--- src/rtl/fastram_bridge.sv ---
// rtl/fastram_bridge.sv - fastram port to SDRAM req/ack bridge; optional one-entry read cache via FASTRAM_RCACHE_EN
module fastram_bridge #(
  parameter int          ADDR_W     = 23,
  parameter int          TIMEOUT    = 64,
  parameter logic [7:0]  ABORT_DATA = 8'hFF
) (
  input  logic              clk_sys,
  input  logic              reset,
  input  logic              fast_clk,
  input  logic              fastram_ce,
  input  logic              fastram_we,
  input  logic [ADDR_W-1:0] fastram_address,
  input  logic [7:0]        fastram_datatoram,
  output logic [7:0]        fastram_datafromram,
  output logic              cpu_wait,
  output logic              sd_req,
  output logic              sd_we,
  output logic [ADDR_W-1:0] sd_addr,
  output logic [7:0]        sd_din,
  input  logic              sd_ack,
  input  logic [7:0]        sd_dout,
  output logic              err
);

  typedef enum logic [1:0] {
    IDLE = 2'd0,
    REQ  = 2'd1,
    DONE = 2'd2
  } state_t;

  // timer only ever has to hold TIMEOUT-1
  localparam int            TW    = (TIMEOUT > 2) ? $clog2(TIMEOUT) : 1;
  localparam logic [TW-1:0] TLAST = TW'(TIMEOUT - 1);

  state_t        state;
  logic [TW-1:0] timer;
  logic          start;

  assign start = fast_clk & fastram_ce;

`ifdef FASTRAM_RCACHE_EN
  logic              c_valid;
  logic [ADDR_W-1:0] c_addr;
  logic [7:0]        c_data;
  logic              addr_match;
  logic              rd_hit;

  // cache lookup against the address the core is presenting right now
  always_comb begin
    addr_match = c_valid && (c_addr == fastram_address);
    rd_hit     = addr_match && !fastram_we;
  end
`endif

  // transaction sequencer: IDLE/DONE accept a new access, REQ waits for ack or timeout
  always_ff @(posedge clk_sys or posedge reset) begin
    if (reset) begin
      state               <= IDLE;
      timer               <= '0;
      sd_req              <= 1'b0;
      sd_we               <= 1'b0;
      sd_addr             <= '0;
      sd_din              <= '0;
      cpu_wait            <= 1'b0;
      fastram_datafromram <= '0;
      err                 <= 1'b0;
`ifdef FASTRAM_RCACHE_EN
      c_valid             <= 1'b0;
      c_addr              <= '0;
      c_data              <= '0;
`endif
    end else begin
      case (state)
        IDLE, DONE: begin
          // DONE behaves like IDLE so an access issued right after a completion is not lost
          timer <= '0;
          state <= IDLE;
          if (start) begin
`ifdef FASTRAM_RCACHE_EN
            if (rd_hit) begin
              fastram_datafromram <= c_data;
            end else begin
              if (fastram_we && addr_match) c_data <= fastram_datatoram;
              sd_addr  <= fastram_address;
              sd_din   <= fastram_datatoram;
              sd_we    <= fastram_we;
              sd_req   <= 1'b1;
              cpu_wait <= 1'b1;
              state    <= REQ;
            end
`else
            sd_addr  <= fastram_address;
            sd_din   <= fastram_datatoram;
            sd_we    <= fastram_we;
            sd_req   <= 1'b1;
            cpu_wait <= 1'b1;
            state    <= REQ;
`endif
          end
        end
        REQ: begin
          // ack takes priority over a timeout landing in the same cycle
          if (sd_ack) begin
            sd_req   <= 1'b0;
            cpu_wait <= 1'b0;
            timer    <= '0;
            state    <= DONE;
            if (!sd_we) begin
              fastram_datafromram <= sd_dout;
`ifdef FASTRAM_RCACHE_EN
              c_valid <= 1'b1;
              c_addr  <= sd_addr;
              c_data  <= sd_dout;
`endif
            end
          end else if (timer == TLAST) begin
            sd_req   <= 1'b0;
            cpu_wait <= 1'b0;
            err      <= 1'b1;
            timer    <= '0;
            state    <= DONE;
            if (!sd_we) fastram_datafromram <= ABORT_DATA;
`ifdef FASTRAM_RCACHE_EN
            c_valid <= 1'b0;
`endif
          end else begin
            timer <= timer + TW'(1);
          end
        end
        default: begin
          state <= IDLE;
          timer <= '0;
        end
      endcase
    end
  end

endmodule

--- config.mk ---
export PLATFORM = sky130hd
export DESIGN_NAME = fastram_bridge
export DESIGN_NICKNAME = d
export VERILOG_FILES = /design/src/rtl/fastram_bridge.sv
export SDC_FILE = /design/constraint.sdc
export NUM_CORES = 1
export LEC_CHECK = 0
export BUFFER_PORTS_ARGS = -buffer_cell sky130_fd_sc_hd__clkbuf_2
export CAP_MARGIN = 5
export CELL_PAD_IN_SITES_DETAIL_PLACEMENT = 1
export CELL_PAD_IN_SITES_GLOBAL_PLACEMENT = 1
export CORE_MARGIN = 2
export CORE_UTILIZATION = 32
export DETAILED_ROUTE_END_ITERATION = 10
export PLACE_DENSITY_LB_ADDON = 0.2
export SLEW_MARGIN = 0
export SYNTH_ARGS = -nofsm -noshare
export SYNTH_HDL_FRONTEND = slang
export SYNTH_SLANG_ARGS = --single-unit
--- constraint.sdc ---
create_clock -name clk_sys -period 1.51 [get_ports clk_sys]
set_clock_uncertainty 0.15 [all_clocks]
set_input_delay 0.0755 -clock clk_sys [delete_from_list [all_inputs] [get_ports clk_sys]]
set_output_delay 0.0755 -clock clk_sys [all_outputs]
set_load 0.05 [all_outputs]
==> impl_metrics.env <==
export IMPL_vias=1658
export IMPL_holdWs_ns=0.0174
export IMPL_grt_pass1_vias=1802
export IMPL_ys_types=27
export IMPL_top_usage_layer="met2"
export IMPL_pwr_share_seq_pct=40.0
export IMPL_gr_usage_met1_pct=19.0
export IMPL_gp_congestion=0.720
export IMPL_outcome="finished, final reports clean"
export IMPL_crit_arrival_ns=1.48
export IMPL_wl_mm=5.23
export IMPL_cpMaxStageDelayCell="dfrtp_1"
export IMPL_antenna_found_initial=0
export IMPL_nFillCells=656
export IMPL_htreeDepth=2
export IMPL_ir_worst_vdd_mv=0.674
export IMPL_slew_headroom_pct=72.4
export IMPL_layout_nets=336
export IMPL_cts_max_path_buffers=2
export IMPL_p_int_mw=2.56
export IMPL_tightest_slew_ns=0.414
export IMPL_placed_area_sq_mm=0.00263
export IMPL_max_freq_mhz=695
export IMPL_critical_path_max_fanout=9
export IMPL_p_total_mw=4.34
export IMPL_drt_iter0_drc=33
export IMPL_cts_tree="done"
export IMPL_finish_utilization_pct=53.3
export IMPL_grt_use_total_pct=15.8
export IMPL_r2r_worst_path_cells=5
export IMPL_grt_overflow_total=0
export IMPL_dieArea_sq_mm=0.00692
export IMPL_synthToLayoutAreaGrowth_pct=59.1
export IMPL_clk_root_buffer_cell="clkbuf_8"
export IMPL_p_leak_nw=1.57
export IMPL_ios=88
export IMPL_multiInputGateArea_sq_um=684
export IMPL_core_area_sq_mm=0.00599
export IMPL_synth_fp_nets=191
export IMPL_path_cells="ha_1 -> and2_1 -> a21oi_4 -> buf_12 -> a21oi_1"
export IMPL_first_pass_iters=3
export IMPL_routedWlPerCell_um=14.3
export IMPL_detail_route_antenna_nets=0
export IMPL_hold_path_class="in -> reg"
export IMPL_yosysSeqAreaShare_pct=62.3
export IMPL_clkPwrFrac_pct=21.2
export IMPL_rsz0062_at_grt="false"
export IMPL_max_stage_delay_ns=0.39
export IMPL_fin_area_sq_mm=0.00319
export IMPL_final_setup_viol_count=0
export IMPL_synth_area_sq_mm=0.00201
export IMPL_crit_cells=5
export IMPL_swShare_pct=41.0
export IMPL_yosysWarnings=0
export IMPL_combPwrFrac_pct=38.8
export IMPL_start_kind="flip-flop"
export IMPL_p_sw_mw=1.78
export IMPL_die_w_um=83.2
export IMPL_hold_start="sd_ack"
export IMPL_grt_pass1_wl_mm=8.89
export IMPL_rows=28
export IMPL_synth_seq_cells=50
export IMPL_crit_type="reg -> reg"
export IMPL_path_delay_family="flip-flops"
export IMPL_place_port_buffers=87
export IMPL_worstReg2RegStart="timer[0]$_DFF_PP0_"
export IMPL_die_h_um=83.2
export IMPL_dp_hpwl_mm=3.28
export IMPL_fin_crit_sh_pct=95.3
export IMPL_post_route_min_period_ns=1.44
export IMPL_hold_depth=3
export IMPL_drv_slew=0
export IMPL_insertedDiodeCount=0
export IMPL_drive_above_1_share_pct=40.9
export IMPL_fin_setup_tns_ns=0
export IMPL_netlist_instances=145
export IMPL_hold_violations=0
export IMPL_critPathBufInv=1
export IMPL_avgSynthCellArea_sq_um=13.8
export IMPL_layout_commonest_cell="clkbuf_2"
export IMPL_power_density_mw_per_mm2=1360
export IMPL_hold_path_endpoint="sd_req$_DFFE_PP0P_"
export IMPL_rrSetupSlack_ns=0.07
export IMPL_rr_endpoint="fastram_datafromram[3]$_DFFE_PP0P_"
export IMPL_max_cap_violations=0
export IMPL_clkSlewWorstSetupHoldPaths_ns=0.09
export IMPL_grt_use_met2_pct=28.2
export IMPL_worstSkewPairLatency_ns=0.30
export IMPL_vias_per_cell=4.53
export IMPL_met3_usage_pct=3.88
export IMPL_cp_required_ns=1.55
export IMPL_numCtsBuffers=5
export IMPL_initial_core_util_pct=33.5
export IMPL_register_area_sq_mm=0.00125
export IMPL_layout_common_cells="87 x clkbuf_2, 50 x dfrtp_1, 43 x dlygate4sd3_1"
export IMPL_grt_max_degree=51
export IMPL_route_detailed_drc=0
export IMPL_clock_sinks=50
export IMPL_worstSetupEndpointType="flip-flop"
-- metal layers --
metal,wire length (um),part of all wire (%)
met5,0,0
met4,88,1.7
met3,278,5.3
met2,2690,51
met1,2170,42
-- final cells by class --
cell class                 count  share of cell area, %
clock buffer                   5                   2.16
clock inverter                 3                   1.25
inverter                      11                   1.29
multi-input combinational     79                   21.4
sequential                    50                   39.2
tap                           75                   2.94
timing repair buffer         143                   31.7
-- worst register-to-register path: stages, from the launching register on --
cell	delay (ns)
dfrtp_1	0.39
ha_1	0.23
and2_1	0.18
a21oi_4	0.17
buf_12	0.14
a21oi_1	0.07
-- stage by stage --
step                      setup WS, ns  cells
after floorplan                 0.0443    145
after global placement          0.0650    312
after detailed placement        0.0222    312
after CTS                       0.0328    364
after global routing           0.00448    366
final                           0.0709    366
-- what timing repair did --
action,CTS,global route
buffers inserted,1,2
hold buffers,43,0
gates cloned,0,0
pin swaps,0,1
setup endpoints to repair,1,12
gates resized for setup,0,1
endpoints found under the hold margin,92,0
-- Yosys cell counts, drive strengths merged --
| cell | count | area share, % |
|---|---|---|
| nor2 | 6 | 1.1 |
| and3 | 1 | 0.31 |
| nand4bb | 1 | 0.56 |
| inv | 11 | 2.1 |
| or2 | 1 | 0.31 |
| nand3 | 3 | 0.75 |
| a31o | 1 | 0.44 |
| dfrtp | 50 | 62 |
| mux2 | 32 | 18 |
| nand2b | 1 | 0.31 |
| xnor2 | 1 | 0.44 |
| o21ai | 2 | 0.50 |
| xor2 | 2 | 0.87 |
| nor3b | 2 | 1.3 |
| ha | 1 | 0.62 |
| nand3b | 1 | 1.0 |
| a2bb2oi | 1 | 0.44 |
| buf | 5 | 1.7 |
| nand2 | 2 | 0.37 |
| o22ai | 8 | 2.5 |
| and2 | 1 | 0.31 |
| nand4b | 1 | 0.44 |
| a21oi | 11 | 3.3 |
-- worst max path at each step --
stage | from | to | slack (ns)
after floorplan | timer[0]$_DFF_PP0_ | sd_req$_DFFE_PP0P_ | 0.04
final | timer[0]$_DFF_PP0_ | fastram_datafromram[3]$_DFFE_PP0P_ | 0.07
after global routing | timer[0]$_DFF_PP0_ | fastram_datafromram[6]$_DFFE_PP0P_ | 0.004
after global placement | timer[1]$_DFF_PP0_ | fastram_datafromram[4]$_DFFE_PP0P_ | 0.07
after detailed placement | timer[1]$_DFF_PP0_ | fastram_datafromram[3]$_DFFE_PP0P_ | 0.02
after CTS | timer[0]$_DFF_PP0_ | fastram_datafromram[3]$_DFFE_PP0P_ | 0.03
-- flip-flops by register name, indices dropped and copies added, names as in the netlist --
register / count
err: 1
fastram_datafromram: 8
sd_addr: 23
sd_din: 8
sd_req: 1
sd_we: 1
state: 2
timer: 6
-- power groups by stage --
stage	Clock (mW)	Sequential (mW)	Combinational (mW)
after floorplan	0	2.58	0.332
after CTS	0.960	1.73	1.68
after detailed placement	0	1.76	1.59
final	0.922	1.73	1.68
after global placement	0	1.75	1.57
after global routing	1.02	1.77	1.77
-- logic make-up (layout without fill, tap and decap cells) --
kind of cell | after synthesis | after routing | synth area share (%)
buf+inv | 16 | 162 | 3.80
flops | 50 | 50 | 62.3
compound gates | 23 | 23 | 7.17
simple gates | 20 | 20 | 6.80
fa+ha+maj | 1 | 1 | 0.623
xor+xnor | 3 | 3 | 1.31
mux | 32 | 32 | 18.0
(Power assumes the default switching activity.)
